`src/rtl/lsu_mem_if.sv`:
```
// Request/response bus between the core load/store path and lsu_mem.
// The master side is the core; the slave side is the memory.
interface lsu_mem_if;
    logic        req_valid;
    logic        req_ready;
    logic        req_we;
    logic [31:0] req_addr;
    logic [2:0]  req_funct3;
    logic [31:0] req_wdata;
    logic        rsp_valid;
    logic        rsp_ready;
    logic [31:0] rsp_rdata;
    logic        rsp_err;

    modport master (
        output req_valid, req_we, req_addr, req_funct3, req_wdata, rsp_ready,
        input  req_ready, rsp_valid, rsp_rdata, rsp_err
    );

    modport slave (
        input  req_valid, req_we, req_addr, req_funct3, req_wdata, rsp_ready,
        output req_ready, rsp_valid, rsp_rdata, rsp_err
    );
endinterface

```
`src/rtl/lsu_mem.sv`:
```
// Multicycle RV32 load/store data memory: byte/half/word lanes, load extension, wait states.
// Define LSU_MEM_CHECK_EN for misalign/range/funct3 error checking; otherwise legacy wrapping.
module lsu_mem #(
    parameter int unsigned DEPTH   = 64,
    parameter int unsigned LATENCY = 2
) (
    input logic      clk,
    input logic      rst,
    lsu_mem_if.slave bus
);
    localparam int unsigned AW      = $clog2(DEPTH);
    localparam logic [3:0]  CntInit = (LATENCY == 0) ? 4'd0 : 4'(LATENCY - 1);

    typedef enum logic [1:0] {StIdle, StWait, StResp} state_e;

    state_e      state_q;
    logic [3:0]  count_q;
    logic        we_q;
    logic [31:0] addr_q;
    logic [2:0]  funct3_q;
    logic [31:0] wdata_q;
    logic        rsp_valid_q;
    logic [31:0] rsp_rdata_q;
    logic        rsp_err_q;

    logic [31:0] mem [DEPTH];

    logic          a_we;
    logic [31:0]   a_addr;
    logic [2:0]    a_funct3;
    logic [31:0]   a_wdata;
    logic [1:0]    size;
    logic [1:0]    off;
    logic [AW-1:0] idx;
    logic          err;
    logic [3:0]    be;
    logic [31:0]   wlanes;
    logic [31:0]   shifted;
    logic [31:0]   ext;
    logic          commit;

    // With no wait states the access commits on the acceptance edge, straight from the bus.
    always_comb begin
        if (LATENCY == 0) begin
            a_we     = bus.req_we;
            a_addr   = bus.req_addr;
            a_funct3 = bus.req_funct3;
            a_wdata  = bus.req_wdata;
        end else begin
            a_we     = we_q;
            a_addr   = addr_q;
            a_funct3 = funct3_q;
            a_wdata  = wdata_q;
        end
    end

`ifndef LSU_MEM_CHECK_EN
    logic unused_addr_hi;
    assign unused_addr_hi = ^a_addr[31:AW+2];
`endif

    always_comb begin
        err  = 1'b0;
        size = a_funct3[1:0];
        idx  = a_addr[AW+1:2];
`ifdef LSU_MEM_CHECK_EN
        if (a_funct3[1:0] == 2'b11 || a_funct3 == 3'b110) err = 1'b1;
        if (a_we && a_funct3[2]) err = 1'b1;
        if (a_funct3[1:0] == 2'b01 && a_addr[0]) err = 1'b1;
        if (a_funct3[1:0] == 2'b10 && a_addr[1:0] != 2'b00) err = 1'b1;
        if (|a_addr[31:AW+2]) err = 1'b1;
`else
        if (a_funct3[1:0] == 2'b11) size = 2'b10;
`endif
        case (size)
            2'b00: begin
                off    = a_addr[1:0];
                be     = 4'b0001 << off;
                wlanes = {4{a_wdata[7:0]}};
            end
            2'b01: begin
                off    = {a_addr[1], 1'b0};
                be     = a_addr[1] ? 4'b1100 : 4'b0011;
                wlanes = {2{a_wdata[15:0]}};
            end
            default: begin
                off    = 2'b00;
                be     = 4'b1111;
                wlanes = a_wdata;
            end
        endcase
        shifted = mem[idx] >> {off, 3'b000};
        case (size)
            2'b00: ext = a_funct3[2] ? {24'b0, shifted[7:0]} : {{24{shifted[7]}}, shifted[7:0]};
            2'b01: ext = a_funct3[2] ? {16'b0, shifted[15:0]}
                                     : {{16{shifted[15]}}, shifted[15:0]};
            default: ext = shifted;
        endcase
    end

    assign commit = (state_q == StWait && count_q == 4'd0) ||
                    (LATENCY == 0 && state_q == StIdle && bus.req_valid);

    // Gated by rst so a store pending at reset can never land in the array.
    always_ff @(posedge clk) begin
        if (commit && a_we && !err && !rst) begin
            for (int b = 0; b < 4; b++) begin
                if (be[b]) mem[idx][8*b +: 8] <= wlanes[8*b +: 8];
            end
        end
    end

    always_ff @(posedge clk or posedge rst) begin
        if (rst) begin
            state_q     <= StIdle;
            count_q     <= 4'd0;
            we_q        <= 1'b0;
            addr_q      <= 32'd0;
            funct3_q    <= 3'd0;
            wdata_q     <= 32'd0;
            rsp_valid_q <= 1'b0;
            rsp_rdata_q <= 32'd0;
            rsp_err_q   <= 1'b0;
        end else begin
            case (state_q)
                StIdle: begin
                    if (bus.req_valid) begin
                        we_q     <= bus.req_we;
                        addr_q   <= bus.req_addr;
                        funct3_q <= bus.req_funct3;
                        wdata_q  <= bus.req_wdata;
                        if (LATENCY == 0) begin
                            state_q     <= StResp;
                            rsp_valid_q <= 1'b1;
                            rsp_err_q   <= err;
                            rsp_rdata_q <= (!a_we && !err) ? ext : 32'd0;
                        end else begin
                            state_q <= StWait;
                            count_q <= CntInit;
                        end
                    end
                end
                StWait: begin
                    if (count_q == 4'd0) begin
                        state_q     <= StResp;
                        rsp_valid_q <= 1'b1;
                        rsp_err_q   <= err;
                        rsp_rdata_q <= (!a_we && !err) ? ext : 32'd0;
                    end else begin
                        count_q <= count_q - 4'd1;
                    end
                end
                StResp: begin
                    if (bus.rsp_ready) begin
                        state_q     <= StIdle;
                        rsp_valid_q <= 1'b0;
                    end
                end
                default: state_q <= StIdle;
            endcase
        end
    end

    assign bus.req_ready = (state_q == StIdle);
    assign bus.rsp_valid = rsp_valid_q;
    assign bus.rsp_rdata = rsp_rdata_q;
    assign bus.rsp_err   = rsp_err_q;
endmodule
```
`src/flat_wrapper.sv`:
```
// flat-port wrapper written by rule: the top's interface ports become plain ports
module lsu_mem_flat 
#(
    parameter int unsigned DEPTH   = 64,
    parameter int unsigned LATENCY = 2
)
  (clk, rst, bus_req_valid, bus_req_we, bus_req_addr, bus_req_funct3, bus_req_wdata, bus_rsp_ready, bus_req_ready, bus_rsp_valid, bus_rsp_rdata, bus_rsp_err);
  lsu_mem_if bus_i ();
  input logic clk;
  input logic rst;
  input wire logic [$bits(bus_i.req_valid)-1:0] bus_req_valid;
  input wire logic [$bits(bus_i.req_we)-1:0] bus_req_we;
  input wire logic [$bits(bus_i.req_addr)-1:0] bus_req_addr;
  input wire logic [$bits(bus_i.req_funct3)-1:0] bus_req_funct3;
  input wire logic [$bits(bus_i.req_wdata)-1:0] bus_req_wdata;
  input wire logic [$bits(bus_i.rsp_ready)-1:0] bus_rsp_ready;
  output wire logic [$bits(bus_i.req_ready)-1:0] bus_req_ready;
  output wire logic [$bits(bus_i.rsp_valid)-1:0] bus_rsp_valid;
  output wire logic [$bits(bus_i.rsp_rdata)-1:0] bus_rsp_rdata;
  output wire logic [$bits(bus_i.rsp_err)-1:0] bus_rsp_err;
  assign bus_i.req_valid = bus_req_valid;
  assign bus_i.req_we = bus_req_we;
  assign bus_i.req_addr = bus_req_addr;
  assign bus_i.req_funct3 = bus_req_funct3;
  assign bus_i.req_wdata = bus_req_wdata;
  assign bus_i.rsp_ready = bus_rsp_ready;
  assign bus_req_ready = bus_i.req_ready;
  assign bus_rsp_valid = bus_i.rsp_valid;
  assign bus_rsp_rdata = bus_i.rsp_rdata;
  assign bus_rsp_err = bus_i.rsp_err;
  lsu_mem #(.DEPTH(DEPTH), .LATENCY(LATENCY)) u_core (.clk(clk), .rst(rst), .bus(bus_i));
endmodule
```
`config.mk`:
```
export PLATFORM = sky130hd
export DESIGN_NAME = lsu_mem_flat
export DESIGN_NICKNAME = d
export VERILOG_FILES = /design/src/rtl/lsu_mem_if.sv /design/src/rtl/lsu_mem.sv /design/src/flat_wrapper.sv
export SDC_FILE = /design/constraint.sdc
export NUM_CORES = 2
export LEC_CHECK = 0
export BUFFER_PORTS_ARGS = -buffer_cell sky130_fd_sc_hd__buf_4
export CAP_MARGIN = 0
export CORE_MARGIN = 2
export CORE_UTILIZATION = 33
export DETAILED_ROUTE_END_ITERATION = 7
export PLACE_DENSITY = 0.56
export REMOVE_ABC_BUFFERS = 1
export SLEW_MARGIN = 20
export SYNTH_ARGS = -nofsm -noshare
export SYNTH_HDL_FRONTEND = slang
export SYNTH_SLANG_ARGS = --single-unit
```
`constraint.sdc`:
```
create_clock -name clk -period 10.4 [get_ports clk]
set_input_delay 2.08 -clock clk [delete_from_list [all_inputs] [get_ports clk]]
set_output_delay 2.08 -clock clk [all_outputs]
set_load 0.02 [all_outputs]
```
==> impl_metrics.csv <==
group,metric,value,unit
timing,timing.final.hold_violations,0,
routing,routed-via-count,47314,
yosys,synth-xor-area-share,0.0216,%
pwr,power_density,309,mW/mm²
timing,final.min_clock_period,6.19,ns
pwr,cellLeakagePower,28.1,nW
placed_design,io_buffer_count,81,
timing,max_freq,162,MHz
yosys,synth-compound-area-share,11.3,%
cts,ctsHoldBuffers,0,
pwr,ir_worst_vdd,0.000307,V
hold_path,hold_path_end,"u_core.count_q[0]",
routing,drt_pre_antenna_iters,8,
yosys,synth_area,0.0812,mm²
yosys,synth_enable_flop_cells,2048,
finish,finish.net_count,4826,
hold_path,whs_path_depth,1,
timing,fin_worst_skew,0.0714,ns
setup_path,r2r_slack,4.21,ns
yosys,distinct_cell_type_count_after_synthesis,89,
status,outcome,"finished clean",
yosys,synthCells,4654,
cts,cts_resized,0,
setup_path,crit_path_max_fanout,28,
finish,post_route_cells_drive_above_1_share,14.6,%
setup_path,rr_startpoint,"u_core.a_addr[4]",
yosys,synth_sequential_area_ratio,78.3,%
finish,sequential_cell_area,0.0636,mm²
routing,drt-wirelength-per-cell,33.7,µm
floorplanning,die_width,500,µm
floorplanning,core,0.245,mm²
routing,wl,274000,µm
timing,setup_viol,0,
grt,grt_pass1_vias,44777,
routing,via_per_inst,5.81,
setup_path,criticalPathCategory,"reg -> reg",
grt,pin_count_of_the_biggest_net_entering_global_routing,96,
cts,post_cts_buffers,0,
setup_path,critical_path.startpoint_type,"register",
finish,n_fill_cell,22291,
setup_path,worst_ep_required_time,11.16,ns
placed_design,place_congestion,0.899,
finish,synthToLayoutAreaGrowth,13.2,%
yosys,post_synthesis_register_bit_count,2131,
setup_path,timing.reg2reg.worst_path_depth,11,
floorplanning,initial_core_util,33.1,%
floorplanning,floorplan.rows,182,
yosys,dominantRegCellSynth,"sky130_fd_sc_hd__edfxtp_1",
floorplanning,floorplan.die_area,0.250,mm²
floorplanning,io_pins,107,
yosys,post_synthesis_average_cell_area,17.4,µm²
routing,antenna_left,0,
setup_path,timing.rr.end,"u_core.bus.rsp_rdata[19]",
placed_design,placed_cells,7764,
grt,grt_first_pass_wirelength,373000,µm
setup_path,crit_start,"u_core.a_addr[4]",
timing,timing.final.crit_share,59.5,%
grt,grt_use_met3,5.38,%
pwr,power_switching_share,37.8,%
finish,mostFrequentLayoutCells,"sky130_fd_sc_hd__edfxtp_1 (2048), sky130_fd_sc_hd__a22oi_1 (461), sky130_fd_sc_hd__nor2_1 (301), sky130_fd_sc_hd__clkbuf_16 (208), sky130_fd_sc_hd__buf_4 (205)",
grt,grt_use_met1,27.0,%
hold_path,worst_hold_path_type,"reg -> reg",
pwr,internal-power,17.7,mW
finish,layout_commonest_cell,"sky130_fd_sc_hd__edfxtp_1",
placed_design,instance_area_after_placement,0.0855,mm²
yosys,synth.area.mux_share,4.38,%
timing,worstMarginPinSlew,1.22,ns
job,max-cap-violations,0,
finish,final_design_area_no_fill,0.0919,mm²
finish,finalCoreUtilization,37.5,%
timing,setup-tns-final,0,ns
floorplanning,die_h,500,µm
cts,htree_levels,4,
grt,met2_usage,32.8,%
setup_path,worst_path_arrival,6.95,ns
grt,grt_busiest_layer,"met2",
yosys,synth-adder-area-share,0.0154,%
yosys,ys_async_sr_fraction,3.89,%
hold_path,hold_start,"u_core.count_q[0]",
timing,max_transition_margin,18.8,%
finish,finish.cell_count_without_fillers,8147,
pwr,part_of_the_total_power_dissipated_in_combinational_logic,33.1,%
placed_design,place_hpwl,163000,µm
cts,clk_pin_slew_worst_paths,0.06,ns
pwr,seq_power_share,41.7,%
finish,multiInputGateArea,0.0160,mm²
cts,cts_made_buffers,207,
cts,tritoncts_clock_tree,"done",
cts,worstSkewPairLatency,0.89,ns
routing,drc_errors,0,
cts,clock_tree_root_driver_cell,"sky130_fd_sc_hd__clkbuf_16",
setup_path,critical_path.endpoint_type,"register",
grt,grt_overflow_total,0,
yosys,dominant_combinational_cell_family_by_area_after_synthesis,"compound AO/OA/AOI/OAI gates",
yosys,number_of_synthesis_warnings,0,
cts,clock-sinks,2131,
routing,initialDrtViolationCount,6867,
cts,cts-root-to-sink-buffers,3,
pwr,switching_power,10.8,mW
grt,gr-usage-all-layers,21.3,%
pwr,clock_power_share,25.2,%
timing,grt_setup_unrepaired,"no",
timing,finalMaxSlewViolations,0,
grt,grt_antenna_before_repair,16,
yosys,synthSimpleGateAreaFrac,3.66,%
[per-layer routing]
layer  wire [µm]  part of all wire [%]
met3       27800                    10
met1      103000                    37
met2      125000                    45
met5         482                  0.18
met4       18600                   6.8
[power by group through the flow]
stage	Sequential, mW	Clock, mW	Combinational, mW
floorplan	12.4	0	4.42
global placement	12.0	0	9.10
detailed placement	12.0	0	9.22
CTS	11.8	7.25	9.24
global route	11.8	7.57	9.68
finish	11.8	7.18	9.42
[stage by stage]
step                power (mW)  hold slack [ns]  setup WS (ns)
floorplan                 16.8            0.462          -9.21
global placement          21.1            0.487           4.53
detailed placement        21.2            0.493           4.49
CTS                       28.3            0.502           4.49
global route              29.1            0.522           4.25
finish                    28.4            0.498           4.21
[worst max path at each step]
stage                          endpoint
2_1_floorplan  u_core.bus.rsp_rdata[17]
3_3_place_gp   u_core.bus.rsp_rdata[19]
3_5_place_dp   u_core.bus.rsp_rdata[19]
4_1_cts        u_core.bus.rsp_rdata[19]
5_1_grt        u_core.bus.rsp_rdata[19]
6_report       u_core.bus.rsp_rdata[19]
[cell type report]
class | count | area share, %
sequential | 2131 | 69.2
multi-input combinational | 2184 | 17.4
clock buffer | 256 | 5.88
tap | 3220 | 4.38
timing repair buffer | 219 | 1.98
clock inverter | 116 | 1.08
inverter | 10 | 0.0436
antenna | 11 | 0.0299
[sequential cells by signal, indices dropped and copies added (netlist names)]
register              cells
u_core.count_q            4
u_core.a_funct3           3
u_core.mem             2048
u_core.a_wdata           32
u_core.a_we               1
u_core.bus.rsp_rdata     32
u_core.a_addr             8
u_core.state_q            2
u_core.bus.rsp_valid      1
[Yosys cell counts, types with 5 or more instances]
master	count	area (µm²)
sky130_fd_sc_hd__mux4_2	29	653
sky130_fd_sc_hd__a41oi_1	29	254
sky130_fd_sc_hd__nand4_1	27	169
sky130_fd_sc_hd__a211oi_1	9	67.6
sky130_fd_sc_hd__o21ai_0	73	365
sky130_fd_sc_hd__buf_2	99	495
sky130_fd_sc_hd__a221oi_2	11	165
sky130_fd_sc_hd__nor3_1	16	80.1
sky130_fd_sc_hd__mux4_1	5	131
sky130_fd_sc_hd__dfrtp_1	83	2080
sky130_fd_sc_hd__a221oi_1	137	1200
sky130_fd_sc_hd__o221ai_1	7	61.3
sky130_fd_sc_hd__nand2_1	188	706
sky130_fd_sc_hd__a32oi_1	5	43.8
sky130_fd_sc_hd__clkbuf_1	126	473
sky130_fd_sc_hd__buf_4	31	233
sky130_fd_sc_hd__nor2b_1	13	81.3
sky130_fd_sc_hd__o21ai_1	10	50.1
sky130_fd_sc_hd__mux2_2	102	1150
sky130_fd_sc_hd__buf_1	30	113
sky130_fd_sc_hd__a21oi_1	101	505
sky130_fd_sc_hd__a22oi_1	461	3460
sky130_fd_sc_hd__a222oi_1	35	350
sky130_fd_sc_hd__a22o_1	119	1040
sky130_fd_sc_hd__nand2b_1	16	100
sky130_fd_sc_hd__o22ai_1	34	213
sky130_fd_sc_hd__o211ai_1	28	210
sky130_fd_sc_hd__nor2_1	309	1160
sky130_fd_sc_hd__mux2i_1	161	1610
sky130_fd_sc_hd__a221o_1	17	170
sky130_fd_sc_hd__edfxtp_1	2048	61500
sky130_fd_sc_hd__nand3_1	23	115
sky130_fd_sc_hd__nor4_1	17	106
sky130_fd_sc_hd__o2bb2ai_1	9	78.8
sky130_fd_sc_hd__inv_1	9	33.8
sky130_fd_sc_hd__and2_1	9	56.3
sky130_fd_sc_hd__a31oi_1	89	557
sky130_fd_sc_hd__or2_2	5	31.3
sky130_fd_sc_hd__and3_1	14	87.6
sky130_fd_sc_hd__buf_6	38	428
[cell families (layout without fill, tap and decap cells)]
family / count (synthesis) / count (layout)
compound gates: 1216 / 1216
xor+xnor: 2 / 2
fa+ha+maj: 1 / 1
buf+inv: 339 / 601
flops: 2131 / 2131
mux: 298 / 298
other cells: 1 / 12
simple gates: 666 / 666
[critical path: stages, from the launching register on]
cell and delay, ns:
sky130_fd_sc_hd__dfrtp_4 0.84, sky130_fd_sc_hd__buf_4 0.58, sky130_fd_sc_hd__buf_4 0.51, sky130_fd_sc_hd__mux2_2 0.39, sky130_fd_sc_hd__a221o_1 0.29, sky130_fd_sc_hd__a222oi_1 0.69
sky130_fd_sc_hd__o21ai_0 0.20, sky130_fd_sc_hd__nor4_1 0.93, sky130_fd_sc_hd__mux2_2 0.39, sky130_fd_sc_hd__a2111oi_4 0.12, sky130_fd_sc_hd__or3_1 0.69, sky130_fd_sc_hd__a32o_1 0.36
No activity file was read; power rests on OpenSTA's default activity.
